`src/rtl/div_issue_pkg.sv`:
```
// +----------------------------------------------------------------------------+
// | Module      : div_issue_pkg                                                |
// | Description : Op encodings, FSM states and result constants shared by the  |
// |               divider issue controller and its special-case decoder.       |
// | Revision    : 1.0                                                          |
// +----------------------------------------------------------------------------+
`default_nettype none

package div_issue_pkg;

   localparam logic [1:0] OP_DIV  = 2'b00;
   localparam logic [1:0] OP_DIVU = 2'b01;
   localparam logic [1:0] OP_REM  = 2'b10;
   localparam logic [1:0] OP_REMU = 2'b11;

   typedef enum logic [2:0] {
      IDLE  = 3'd0,
      ISSUE = 3'd1,
      WAIT  = 3'd2,
      RESP  = 3'd3,
      DRAIN = 3'd4
   } state_t;

   localparam logic [31:0] DIV0_QUOTIENT = 32'hFFFF_FFFF;
   localparam logic [31:0] INT_MIN       = 32'h8000_0000;

endpackage

`default_nettype wire

```
`src/rtl/div_special_case.sv`:
```
// +----------------------------------------------------------------------------+
// | Module      : div_special_case                                             |
// | Description : Combinational detection of divide-by-zero and signed         |
// |               overflow, with the RV32M-defined result for each.            |
// | Revision    : 1.0                                                          |
// +----------------------------------------------------------------------------+
`default_nettype none

module div_special_case
   import div_issue_pkg::*;
(
   input  logic [1:0]  op,
   input  logic [31:0] dividend,
   input  logic [31:0] divisor,
   output logic        is_special,
   output logic [31:0] special_result
);

   logic div_by_zero;
   logic overflow;

   assign div_by_zero = (divisor == 32'd0);
   assign overflow    = !op[0] && (dividend == INT_MIN) && (divisor == 32'hFFFF_FFFF);
   assign is_special  = div_by_zero || overflow;

   always_comb begin
      special_result = 32'd0;
      if (div_by_zero)
         special_result = op[1] ? dividend : DIV0_QUOTIENT;
      else if (overflow)
         special_result = op[1] ? 32'd0 : INT_MIN;
   end

endmodule

`default_nettype wire

```
`src/rtl/div_issue_ctrl.sv`:
```
// +----------------------------------------------------------------------------+
// | Module      : div_issue_ctrl                                               |
// | Description : Execute-stage requester for the iterative divider. Resolves  |
// |               special cases locally, issues the rest, returns rd.          |
// |               Optional one-entry result cache: DIV_RESULT_CACHE_EN.        |
// | Revision    : 1.0                                                          |
// +----------------------------------------------------------------------------+
`default_nettype none

module div_issue_ctrl
   import div_issue_pkg::*;
#(
   parameter int DIV_TIMEOUT = 64
)(
   input  logic        clk,
   input  logic        rst_n,
   input  logic        flush,
   input  logic        req_valid,
   output logic        req_ready,
   input  logic [1:0]  req_op,
   input  logic [31:0] req_dividend,
   input  logic [31:0] req_divisor,
   output logic        resp_valid,
   input  logic        resp_ready,
   output logic [31:0] resp_result,
   output logic        resp_error,
   output logic        div_start,
   output logic        div_is_signed,
   output logic [31:0] div_dividend,
   output logic [31:0] div_divisor,
   input  logic        div_ready,
   input  logic        div_valid,
   input  logic        div_error,
   input  logic [31:0] div_quotient,
   input  logic [31:0] div_remainder
);

   localparam int             CNT_W    = (DIV_TIMEOUT > 1) ? $clog2(DIV_TIMEOUT + 1) : 1;
   localparam logic [CNT_W-1:0] CNT_LAST = CNT_W'((DIV_TIMEOUT > 0) ? DIV_TIMEOUT - 1 : 0);

   state_t           state;
   state_t           state_nxt;
   logic             is_rem;
   logic [CNT_W-1:0] wd_cnt;
   logic             accept;
   logic             wd_expired;
   logic             is_special;
   logic [31:0]      special_result;
   logic             cache_hit;
   logic [31:0]      cache_result;

   div_special_case u_special (
      .op             (req_op),
      .dividend       (req_dividend),
      .divisor        (req_divisor),
      .is_special     (is_special),
      .special_result (special_result)
   );

   assign accept     = (state == IDLE) && req_valid && !flush;
   // wd_cnt holds the number of cycles elapsed since div_start
   assign wd_expired = (DIV_TIMEOUT != 0) && (wd_cnt >= CNT_LAST);

`ifdef DIV_RESULT_CACHE_EN
   logic        cache_valid;
   logic        cache_signed;
   logic [31:0] cache_dividend;
   logic [31:0] cache_divisor;
   logic [31:0] cache_quotient;
   logic [31:0] cache_remainder;

   assign cache_hit = cache_valid && !is_special && (cache_signed == !req_op[0]) &&
                      (cache_dividend == req_dividend) && (cache_divisor == req_divisor);
   assign cache_result = req_op[1] ? cache_remainder : cache_quotient;

   always_ff @(posedge clk or negedge rst_n) begin
      if (!rst_n) begin
         cache_valid     <= 1'b0;
         cache_signed    <= 1'b0;
         cache_dividend  <= 32'd0;
         cache_divisor   <= 32'd0;
         cache_quotient  <= 32'd0;
         cache_remainder <= 32'd0;
      end else if (flush) begin
         cache_valid <= 1'b0;
      end else if ((state == WAIT) && div_valid && !div_error) begin
         cache_valid     <= 1'b1;
         cache_signed    <= div_is_signed;
         cache_dividend  <= div_dividend;
         cache_divisor   <= div_divisor;
         cache_quotient  <= div_quotient;
         cache_remainder <= div_remainder;
      end
   end
`else
   assign cache_hit    = 1'b0;
   assign cache_result = 32'd0;
`endif

   always_ff @(posedge clk or negedge rst_n) begin
      if (!rst_n)
         state <= IDLE;
      else
         state <= state_nxt;
   end

   always_comb begin
      state_nxt = state;
      case (state)
         IDLE:  if (accept)                    state_nxt = (is_special || cache_hit) ? RESP : ISSUE;
         ISSUE: if (flush)                     state_nxt = IDLE;
                else if (div_ready)            state_nxt = WAIT;
         WAIT:  if (flush)                     state_nxt = DRAIN;
                else if (div_valid || wd_expired) state_nxt = RESP;
         RESP:  if (flush || resp_ready)       state_nxt = IDLE;
         DRAIN: if (div_valid || wd_expired)   state_nxt = IDLE;
         default:                              state_nxt = IDLE;
      endcase
   end

   always_comb begin
      req_ready  = (state == IDLE) && !flush;
      div_start  = (state == ISSUE) && div_ready && !flush;
      resp_valid = (state == RESP);
   end

   // Operands are written only on accept so the divider sees them stable for its whole run
   always_ff @(posedge clk or negedge rst_n) begin
      if (!rst_n) begin
         is_rem        <= 1'b0;
         div_is_signed <= 1'b0;
         div_dividend  <= 32'd0;
         div_divisor   <= 32'd0;
         resp_result   <= 32'd0;
         resp_error    <= 1'b0;
         wd_cnt        <= '0;
      end else begin
         if (accept) begin
            is_rem        <= req_op[1];
            div_is_signed <= !req_op[0];
            div_dividend  <= req_dividend;
            div_divisor   <= req_divisor;
            resp_result   <= is_special ? special_result : cache_result;
            resp_error    <= 1'b0;
         end

         if (div_start)
            wd_cnt <= CNT_W'(1);
         else if ((state == WAIT) || (state == DRAIN))
            wd_cnt <= wd_cnt + CNT_W'(1);

         if ((state == WAIT) && !flush) begin
            if (div_valid) begin
               resp_result <= is_rem ? div_remainder : div_quotient;
               resp_error  <= div_error;
            end else if (wd_expired) begin
               resp_result <= 32'd0;
               resp_error  <= 1'b1;
            end
         end
      end
   end

endmodule

`default_nettype wire

```
`config.mk`:
```
export PLATFORM = sky130hd
export DESIGN_NAME = div_issue_ctrl
export DESIGN_NICKNAME = d
export VERILOG_FILES = /design/src/rtl/div_issue_pkg.sv /design/src/rtl/div_special_case.sv /design/src/rtl/div_issue_ctrl.sv
export SDC_FILE = /design/constraint.sdc
export NUM_CORES = 1
export LEC_CHECK = 0
export ABC_AREA = 1
export CAP_MARGIN = 20
export CORE_MARGIN = 3
export CORE_UTILIZATION = 45
export CTS_CLUSTER_SIZE = 16
export DETAILED_ROUTE_END_ITERATION = 12
export PLACE_DENSITY = 0.82
export SLEW_MARGIN = 20
export SYNTH_ARGS = -nofsm -noshare
export SYNTH_HDL_FRONTEND = slang
export SYNTH_HIERARCHICAL = 1
export SYNTH_SLANG_ARGS = --single-unit
```
`constraint.sdc`:
```
create_clock -name clk -period 2.9 [get_ports clk]
set_input_delay 0.58 -clock clk [delete_from_list [all_inputs] [get_ports clk]]
set_output_delay 0.58 -clock clk [all_outputs]
set_load 0.02 [all_outputs]
```
==> results.ini, run 1 <==
[sta]
tightest_slew_ps = 1002
totalNegativeSetupSlack_ps = 0
setup_violations = 0
slew_headroom = 0.3323
hold_viol = 0
slew_violations = 0
rsz0062_at_grt = no
timing.fmax_ghz = 0.3670
fin_crit_sh = 0.9395
final.setup_skew_ps = 5.363
layout_min_cycle_time_ps = 2724

[critical_path]
r2r_slack_ps = 1070
cpLargestDelayFamily = buffers and inverters
worstPathCellList = clkdlybuf4s50_1 > nor2_2 > nand3_1 > inv_1 > clkdlybuf4s50_1
critPathKind = in2out
slowest_stage = clkdlybuf4s50_1
end_kind = primary output
cp.required_ps = 2320
path_buf_inv = 3
cp-start-kind = primary input
crit_top_cell = clkdlybuf4s50_1
crit_fanout = 4
cpPeakStageDelay_ps = 610
arrival_ps = 2140

[final_layout]
final_common_cell = clkdlybuf4s50_1
area_delta_synth_final_pct = 44.26
seqCellArea_mm2 = 0.002729
multiInputGateArea_mm2 = 0.003000
layout-drive-gt1-share = 0.1360
num_antenna_cells = 0
nets = 1097
fin_area_mm2 = 0.009061
nFillCells = 1144
final_cell_mix = clkdlybuf4s50_1 (237), nand2_1 (175), dfrtp_1 (108), nor2_1 (83)

[drt]
vias = 5691
antenna_left = 0
drt-initial-drc-count = 319
first_pass_iters = 4
routed_via_density = 4.996
drt-total-wl_um = 18140
remaining_drc_errors = 0
wire_per_inst_um = 15.92

[grt]
grt_max_degree = 65
grt_pass1_vias = 5633
grt_pass1_wl_um = 28610
antenna_found_initial = 0
grt-ovfl-total = 0
gr-usage-all-layers = 0.2390

[place]
gp_routability_congestion = 0.9068
place_hpwl_um = 13900
port_buffers = 238
dpl_cell_area_mm2 = 0.008777

[floorplan]
die_w_um = 124.1
die_y_um = 124.1
initial_core_util = 0.4669
design.die.area_mm2 = 0.01541
core_mm2 = 0.01345
row_count = 42
io_pins = 239

[clock_tree]
path_clk_slew_ps = 80
ctsResizeCount = 0
cts_hold_buf = 0
cts_setup_buffers = 0
cts_tree = yes
cts_made_buffers = 9
clockBufferDepth = 2
clkLatencyLatePin_ps = 350
clock_sinks = 109
htreeDepth = 3
cts-root-buf = clkbuf_16

[synth]
yosysSeqAreaShare = 0.4343
yosysWarnings = 6
syn_area_per_cell_um2 = 8.499
synth-seq-cells = 109
syn_area_mm2 = 0.006281
synth_cell_type_count = 27
synth_fp_nets = 878
synthCells = 739

[flow_run]
max_cap_viol_count = 0

[worst_hold_path]
min_path_type = in2async

[run_status]
status = complete, no violations

[power_and_ir_drop]
p_per_area_mw_per_mm2 = 942.4
vdd_drop_max_mv = 0.5397
p_leak_nw = 4.311

-- routing by layer --
metal | share of wire | up-vias | GRT usage
li1 | - | 2815 | -
met1 | 0.40 | 2680 | 0.2868
met2 | 0.52 | 167 | 0.4274
met3 | 0.057 | 29 | 0.05359
met4 | 0.020 | 0 | 0.07118
met5 | 0 | - | 0
-- layout make-up --
type | instances | area share
repair buffers | 249 | 0.2773
clock inverters | 6 | 0.006076
clock buffers | 10 | 0.02527
multi-input cells | 505 | 0.3311
inverters | 84 | 0.03480
flip-flops and latches | 109 | 0.3012
well taps | 176 | 0.02430
-- synthesized netlist by cell type --
cell type  instances  area (um2)
mux2_1             1       11.26
o22ai_1            1       6.260
inv_1             81       304.0
buf_6             10       112.6
o21ai_0            9       45.04
buf_2             11       55.05
a21oi_1            4       20.02
nand3_1           82       410.4
nor2_2            31       193.9
nand2_1          175       656.9
buf_4              2       15.01
inv_2              3       11.26
mux2_2            11       123.9
ha_1               1       12.51
buf_1              2       7.510
nor2_4             3       33.78
nand4_1           13       81.33
and2_2             1       7.510
mux2_4            53       795.8
nor2_1            83       311.6
xor2_1             2       17.52
dfrtp_1          109        2728
o211ai_1          31       232.7
or2_0              2       12.51
nor3_1             1       5.000
mux2i_1            1       10.01
clkbuf_1          16       60.06
-- logic make-up after synthesis --
logic type | after synthesis | synth area share
AO/OA/AOI/OAI | 45 | 0.04841
XOR/XNOR | 2 | 0.002789
adder cells (fa/ha/maj) | 1 | 0.001992
buffers and inverters | 125 | 0.09004
flip-flops | 109 | 0.4343
multiplexers | 66 | 0.1498
AND/OR/NAND/NOR | 391 | 0.2727
-- final timing paths --
kind / from / endpoint / cells after the start
max: flush / div_start / 5
min: rst_n / div_dividend[7]$_DFFE_PN0N_ / 1
max reg2reg: state[2]$_DFFE_PN0P_ / resp_result[2]$_DFF_PN0_ / 7
min reg2reg: div_dividend[2]$_DFFE_PN0N_ / div_dividend[2]$_DFFE_PN0N_ / 1
max in group asynchronous: rst_n / resp_result[30]$_DFF_PN0_ / 2
min in group clk: div_dividend[2]$_DFFE_PN0N_ / div_dividend[2]$_DFFE_PN0N_ / 1
-- metrics by stage --
stage | total power [mW] | setup WS (ps) | hold slack (ps) | utilization | cells
2_1_floorplan | 5.290 | 759.5 | 284.4 | - | 739
3_3_place_gp | 7.257 | 192.7 | 474.7 | 0.6524 | 1123
3_5_place_dp | 7.375 | 185.6 | 480.1 | 0.6524 | 1123
4_1_cts | 8.612 | 175.2 | 194.7 | 0.6735 | 1139
5_1_grt | 9.063 | 113.3 | 205.2 | 0.6735 | 1139
6_report | 8.539 | 175.6 | 182.6 | 0.6735 | 1139
-- sequential cells by signal, summed over array words and instances (netlist names) --
| signal | flops |
|---|---|
| resp_result | 32 |
| resp_error | 1 |
| is_rem | 1 |
| div_dividend | 32 |
| wd_cnt | 7 |
| div_divisor | 32 |
| state | 3 |
| div_is_signed | 1 |
-- power breakdown --
part	internal [mW]	switching, mW	leakage [nW]
Sequential	2.27	0.550	1.31
Combinational	2.34	2.18	2.87
Clock	0.601	0.600	0.133
(Power assumes the default switching activity.)
==> inputs of run 2 (changes only) <==
==> constraint.sdc (replaced) <==
create_clock -name clk -period 2.9 [get_ports clk]
set_input_delay 0.435 -clock clk [delete_from_list [all_inputs] [get_ports clk]]
set_output_delay 0.435 -clock clk [all_outputs]
set_load 0.02 [all_outputs]
==> results.ini, run 2 (synthesis gave the netlist of run 1 again) <==
[clock_tree]
path_clk_slew_ps = 70  ; was 80 ps
cts_setup_buffers = 0  ; unchanged
clockBufferDepth = 2  ; unchanged
cts_tree = yes  ; unchanged
clkLatencyLatePin_ps = 360  ; was 350 ps
cts_hold_buf = 0  ; unchanged
ctsResizeCount = 0  ; unchanged
cts-root-buf = clkbuf_16  ; unchanged
htreeDepth = 3  ; unchanged
cts_made_buffers = 9  ; unchanged
clock_sinks = 109  ; unchanged

[final_layout]
num_antenna_cells = 0  ; unchanged
multiInputGateArea_mm2 = 0.003000  ; unchanged
fin_area_mm2 = 0.009079  ; was 0.009061 mm2
reg.largest.list = div_dividend x32, div_divisor x32, resp_result x32  ; unchanged
layout-drive-gt1-share = 0.1380  ; was 0.1360
seqCellArea_mm2 = 0.002729  ; unchanged
final_cell_mix = clkdlybuf4s50_1 (237), nand2_1 (175), dfrtp_1 (108), nor2_1 (83)  ; unchanged
nFillCells = 1117  ; was 1144
nets = 1098  ; was 1097
area_delta_synth_final_pct = 44.54  ; was 44.26%
final_common_cell = clkdlybuf4s50_1  ; unchanged

[drt]
remaining_drc_errors = 0  ; unchanged
first_pass_iters = 5  ; was 4
antenna_left = 0  ; unchanged
wire_per_inst_um = 15.89  ; was 15.92 um
vias = 5752  ; was 5691
drt-total-wl_um = 18120  ; was 18140 um
drt-initial-drc-count = 305  ; was 319
routed_via_density = 5.046  ; was 4.996

[power_and_ir_drop]
vdd_drop_max_mv = 0.5197  ; was 0.5397 mV
p_per_area_mw_per_mm2 = 949.7  ; was 942.4 mW/mm2
finalPower_mw = 8.622  ; was 8.539 mW
p_leak_nw = 4.320  ; was 4.311 nW

[floorplan]
die_y_um = 124.1  ; unchanged
initial_core_util = 0.4669  ; unchanged
design.die.area_mm2 = 0.01541  ; unchanged
row_count = 42  ; unchanged
core_mm2 = 0.01345  ; unchanged
die_w_um = 124.1  ; unchanged
io_pins = 239  ; unchanged

[critical_path]
crit_fanout = 4  ; unchanged
cp-start-kind = primary input  ; unchanged
end_kind = primary output  ; unchanged
rr_endpoint = resp_result[20]$_DFF_PN0_  ; was resp_result[2]$_DFF_PN0_
critPathKind = in2out  ; unchanged
r2r-start = state[2]$_DFFE_PN0P_  ; unchanged
arrival_ps = 2000  ; was 2140 ps
cp.required_ps = 2470  ; was 2320 ps
r2r_slack_ps = 1030  ; was 1070 ps
reg2reg_depth = 7  ; unchanged

[place]
post-place-ws_ps = 404.7  ; was 185.6 ps
gp_routability_congestion = 0.8643  ; was 0.9068
place_hpwl_um = 13850  ; was 13900 um
dpl_cell_area_mm2 = 0.008772  ; was 0.008777 mm2
port_buffers = 238  ; unchanged

[grt]
antenna_found_initial = 0  ; unchanged
grt_pass1_wl_um = 28340  ; was 28610 um
grt_pass1_vias = 5611  ; was 5633
gr-usage-all-layers = 0.2379  ; was 0.2390
grt_max_degree = 67  ; was 65
grt-ovfl-total = 0  ; unchanged

[sta]
final.setup_skew_ps = 6.394  ; was 5.363 ps
whs_ps = 71.65  ; was 182.6 ps
tightest_slew_ps = 1016  ; was 1002 ps
hold_viol = 0  ; unchanged
fin_crit_sh = 0.8386  ; was 0.9395
slew_headroom = 0.3229  ; was 0.3323
setup_slack_ps = 468.1  ; was 175.6 ps
slew_violations = 0  ; unchanged
setup_violations = 0  ; unchanged
totalNegativeSetupSlack_ps = 0  ; unchanged
timing.fmax_ghz = 0.4112  ; was 0.3670 GHz
rsz0062_at_grt = no  ; unchanged
layout_min_cycle_time_ps = 2432  ; was 2724 ps

[flow_run]
max_cap_viol_count = 0  ; unchanged

[worst_hold_path]
min_path_type = in2async  ; unchanged

[run_status]
status = complete, no violations  ; unchanged

## run 2: metrics by stage
stage          cells  utilization
3_3_place_gp    1124       0.6521
2_1_floorplan    739            -
4_1_cts         1140       0.6749
5_1_grt         1140       0.6749
6_report        1140       0.6749
3_5_place_dp    1124       0.6521
## run 2: worst max path at each step
| stage | from | end | slack [ps] | cells after the start |
|---|---|---|---|---|
| 2_1_floorplan | req_divisor[18] | resp_result[30]$_DFF_PN0_ | 900 | 13 |
| 3_3_place_gp | req_dividend[15] | resp_result[19]$_DFF_PN0_ | 430 | 13 |
| 3_5_place_dp | req_dividend[15] | resp_result[19]$_DFF_PN0_ | 400 | 13 |
| 4_1_cts | flush | div_start | 460 | 5 |
| 5_1_grt | flush | div_start | 380 | 5 |
| 6_report | flush | div_start | 470 | 5 |
## run 2: cell type report
| cell class | count | share of cell area |
|---|---|---|
| inverter | 84 | 0.03473 |
| multi-input combinational | 505 | 0.3305 |
| clock inverter | 7 | 0.008958 |
| timing repair buffer | 250 | 0.2762 |
| sequential | 109 | 0.3006 |
| tap | 176 | 0.02426 |
| clock buffer | 9 | 0.02481 |
## run 2: where the power goes
group | total, mW | switching (mW) | internal, mW
registers | 2.82 | 0.553 | 2.27
logic | 4.52 | 2.18 | 2.35
clock network | 1.28 | 0.597 | 0.682
total | 8.62 | 3.33 | 5.30
## run 2: routing by layer
metal	part of all wire	GRT usage	up-vias
li1	-	-	2817
met1	0.40	0.2803	2725
met2	0.52	0.4226	178
met3	0.065	0.06358	32
met4	0.022	0.07324	0
met5	0	0	-
## run 2: worst max-delay path, stage by stage
cell,delay (ps)
clkdlybuf4s50_1,490
nor2_2,240
nand3_1,130
inv_1,90
clkdlybuf4s50_1,610
==> RTL edit 1: new RTL, flow settings as in run 1 <==
The 5 states of `state_t` get a Gray code encoding in 3 bits.
--- a/src/rtl/div_issue_pkg.sv
+++ b/src/rtl/div_issue_pkg.sv
@@ -16,7 +16,7 @@
    typedef enum logic [2:0] {
-      IDLE  = 3'd0,
-      ISSUE = 3'd1,
-      WAIT  = 3'd2,
-      RESP  = 3'd3,
-      DRAIN = 3'd4
+      IDLE  = 3'b000,
+      ISSUE = 3'b001,
+      WAIT  = 3'b011,
+      RESP  = 3'b010,
+      DRAIN = 3'b110
    } state_t;
Check against the original RTL: no difference found for any inputs over 10 cycles, from zero or initial values and one cycle with rst_n low; not proved beyond that.
==> RTL edit 1 against run 1 <==
Setup slack gained 0.023 ns; final cell count grew 0.26%; synthesized area grew 1.9%; power grew 2.3%; largest power group unchanged; critical endpoint unchanged; non-clock buffer count grew 2; sequential cell count is the same; combinational power grew 4.4%; cell area grew 1.7%; global-route usage shrank 0.88 points; wire length grew 0.53%.
==> RTL edit 1: results (changes against run 1) <==
outcome complete, no violations; first-pass GRT wire length 29,200 um (+2.0%); CP arrival 2.12 ns (-0.02 ns); Met2 Wirelength 8790 um (-6.9%); pre-CTS setup slack 0.193 ns (+0.00757 ns); vias in the first global route 5,450 (-3.2%); WL met1 7860 um (+7.5%); Commonest cells post-synth nand2_1 (144), inv_1 (112), dfrtp_1 (109); Synthesized Nets 872 (-0.68%); via count 5,563 (-2.2%); Sw Share 38.3% (-0.65 points); leakage 4.74 nW (+9.9%); actual slew at the worst max-slew pin 1.06 ns (+0.0568 ns); # nets final 1,100 (+0.27%); GPL Wtd Cong 0.830 (-8.5%); Area contributors post-synth dfrtp_1 (43%), mux2_4 (15%), nand2_1 (8.4%), inv_1 (6.6%), mux2i_1 (5.0%); final wirelength 18,200 um (+0.53%); Cell variety after synth 28 (+3.7%); clk_skew 0.0119 ns (+0.00654 ns); worst reg2reg endpoint resp_result[29]; Final min period 2.70 ns (-0.0231 ns); dpl hpwl 13,600 um (-2.5%); initial drt markers 393 (+23%); DP Area 8940 um2 (+1.9%); largest net degree at the start of global routing 72 (+11%); IR drop worst, VDD 0.000484 V (-10%); Vias per Instance 4.87 (-2.5%); Mean Syn Cell Area 8.73 um2 (+2.7%); GRT Resource Usage Total 23.0% (-0.88 points); r2r setup slk 1.23 ns (+0.16 ns)
==> RTL edit 1: changes by cell type in the layout (fill, tap and decap cells not counted), sizes merged <==
cell	run 1	this run
nand2	175	146
inv	87	115
clkinvlp	2	1
o211ai	31	0
nand3	82	18
buf	12	14
o21ai	9	72
nand3b	0	1
mux2i	1	32
clkinv	1	4
==> RTL edit 1: worst min path at each step <==
| stage | endpoint | slack, ns |
|---|---|---|
| after floorplan | div_dividend[0] | 0.28 |
| after global placement | div_is_signed | 0.47 |
| after detailed placement | div_is_signed | 0.49 |
| after CTS | resp_result[23] | 0.21 |
| after global routing | resp_result[23] | 0.22 |
| final | resp_result[23] | 0.19 |
==> RTL edit 1: area by class of cell <==
class,instances,area [um2],area share [%]
multi-input combinational,476,3020,32.8
tap,176,220,2.39
sequential,109,2730,29.6
clock inverter,6,47.5,0.516
inverter,114,428,4.64
timing repair buffer,251,2540,27.6
clock buffer,10,229,2.48
==> RTL edit 1: power groups by stage <==
stage | combinational, mW | sequential, mW | clock (mW)
finish | 4.72 | 2.84 | 1.18
global route | 5.05 | 2.95 | 1.26
CTS | 4.77 | 2.84 | 1.20
detailed placement | 4.74 | 2.86 | 0
global placement | 4.67 | 2.81 | 0
floorplan | 1.94 | 3.54 | 0
==> RTL edit 1: metal layers <==
metal	vias to the layer above	global-route usage [%]
met3	20	5.03
met5	-	0
met2	191	38.7
met4	0	6.51
li1	2763	-
met1	2589	30.2
==> RTL edit 1: kinds of logic after synthesis <==
kind of cell / count (synthesis) / share of synthesized area, %
AND/OR/NAND/NOR: 299 / 20.4
buffers and inverters: 148 / 10.2
flip-flops: 109 / 42.6
multiplexers: 97 / 20.3
AO/OA/AOI/OAI: 77 / 6.04
XOR/XNOR: 2 / 0.274
adder cells (fa/ha/maj): 1 / 0.196
==> RTL edit 2: new RTL, config.mk and constraints of run 1 <==
Without the edit above. Build with the macro `DIV_RESULT_CACHE_EN` defined.
--- a/src/rtl/div_issue_ctrl.sv
+++ b/src/rtl/div_issue_ctrl.sv
@@ -8,2 +8,4 @@
 `default_nettype none
+
+`define DIV_RESULT_CACHE_EN
 
Behaviour: not the same (Yosys sat finds a counterexample within 10 cycles, from zero or initial values and one cycle with rst_n low).
==> RTL edit 2 against run 1 <==
Die area up 88%; largest cell class is now registers; synthesized area up 93%; power up 78%; largest power group is now registers; wire length up 100%; sequential cell count up 130; clock power rose to 3.0 times the old value; setup slack better by 0.030 ns; cell area up 75%; via count up 98%; global-route usage up 0.61 points.
==> RTL edit 2: results (changes against run 1) <==
clk_lat worst skew 0.54 ns (+0.19 ns); worst r2r path cells 9 (+2); Sw Share 37.1% (-1.9 points); clk_skew 0.0183 ns (+0.0130 ns); placed cells 2,092 (+86%); CP arrival 2.11 ns (-0.03 ns); fmax 371 MHz (+1.1%); PortBufs 238 (unchanged); CP Max Fanout 5 (+1); dpl hpwl 25,400 um (+83%); number of setup buffers added after CTS 0 (unchanged); # resized after CTS 0 (unchanged); CTS buffer count 28 (+19); WL/cell 16.9 um (+6.2%); Cell variety after synth 39 (+44%); Commonest cells post-synth nand2_1 (523), dfrtp_1 (239), nor2_1 (171); vias in the first global route 11,071 (+97%); first-pass GRT wire length 57,500 um (+100%); r2r setup slk 0.91 ns (-0.16 ns); sequential share of the synthesized area 49.3% (+5.9 points); CP top delay family buffers and inverters; via count 11,272 (+98%); Mean Syn Cell Area 7.78 um2 (-8.5%); Area contributors post-synth dfrtp_1 (49%), nand2_1 (16%), o21ai_0 (5.7%), nor2_1 (5.3%), inv_1 (4.5%); Vias per Instance 5.25 (+5.0%); CTS clk-pin slew, worst paths 0.06 ns (-0.02 ns); Clock Path Buffers 3 (+1); Synthesis Warnings 6 (unchanged); WHS 0.00974 ns (-0.173 ns); Root Buffer clkbuf_16; worst hold path class input pin to async pin; Worst path max stage delay 0.63 ns (+0.02 ns); leakage 7.89 nW (+83%); initial antenna violation count 5 (+5); outcome complete, no violations; largest net degree at the start of global routing 84 (+29%); # nets final 1,926 (+76%); IR drop worst, VDD 0.000440 V (-19%); initial drt markers 997 (+210%); worst reg2reg endpoint cache_remainder[18]; fraction of layout cells with a size suffix above 1 8.46% (-5.1 points); GPL Wtd Cong 0.907 (about the same); DP Area 14,900 um2 (+70%); CTS Hold Bufs 0 (unchanged); H-Tree Depth 1 (-2); Synthesized Nets 1,699 (+94%); Slowest cell on crit path clkdlybuf4s50_1; GRT Resource Usage Total 24.5% (+0.61 points); slew margin rel. 59.6% (+26 points); detailed-router iteration count before antenna repair 5 (+1); Synth top area share 49.3% (+5.9 points); pre-CTS setup slack 0.115 ns (-0.0710 ns); Post-synth EDFFs 0 (unchanged)
-- RTL edit 2: cell count changes after synthesis, sizes merged, moves of 67 or more --
cell	change
nand2	+350
dfrtp	+130
o21ai	+169
nor2	+86
nand3	-67
-- RTL edit 2: power groups by stage --
stage / logic [mW] / clock network [mW] / registers [mW]
finish: 5.63 / 3.64 / 5.94
global placement: 5.43 / 0 / 5.88
detailed placement: 5.62 / 0 / 5.94
CTS: 5.67 / 3.68 / 5.92
global route: 6.20 / 3.84 / 6.13
floorplan: 2.56 / 0 / 6.41
-- RTL edit 2: how the worst max path moves through the flow --
| stage | from | to | cells after the start |
|---|---|---|---|
| after floorplan | req_divisor[4] | resp_result[30] | 14 |
| after global routing | state[0] | div_start | 5 |
| after global placement | req_divisor[29] | resp_result[13] | 13 |
| after detailed placement | req_divisor[28] | resp_result[25] | 13 |
| final | state[0] | div_start | 5 |
| after CTS | state[0] | div_start | 5 |
-- RTL edit 2: per-layer routing --
metal	track usage, %	part of all wire, %	wire, um
met4	8.57	3.2	1150
met2	39.6	47	16900
met3	2.90	7.0	2560
met5	0	0.036	13
met1	34.4	43	15700
-- RTL edit 2: cell families (layout without fill, tap and decap cells) --
family	Yosys count	in the layout	share of synthesized area [%]
AOI/OAI and AO/OA	267	267	12.4
xor gates and xnor gates	20	20	1.44
adders and majority gates	1	1	0.103
buffers and inverters	228	477	8.44
DFF	239	239	49.3
muxes	33	33	2.73
other	0	4	0
and+or+nand+nor	772	772	25.6
-- RTL edit 2: cell type report --
class                   count  area, um2
inverters                 149        562
multi-input cells        1093       5150
flip-flops and latches    239       5980
diodes                      4       10.0
repair buffers            276       2810
fillers                  2234      10400
clock inverters            18        200
clock buffers              34        754
well taps                 335        419
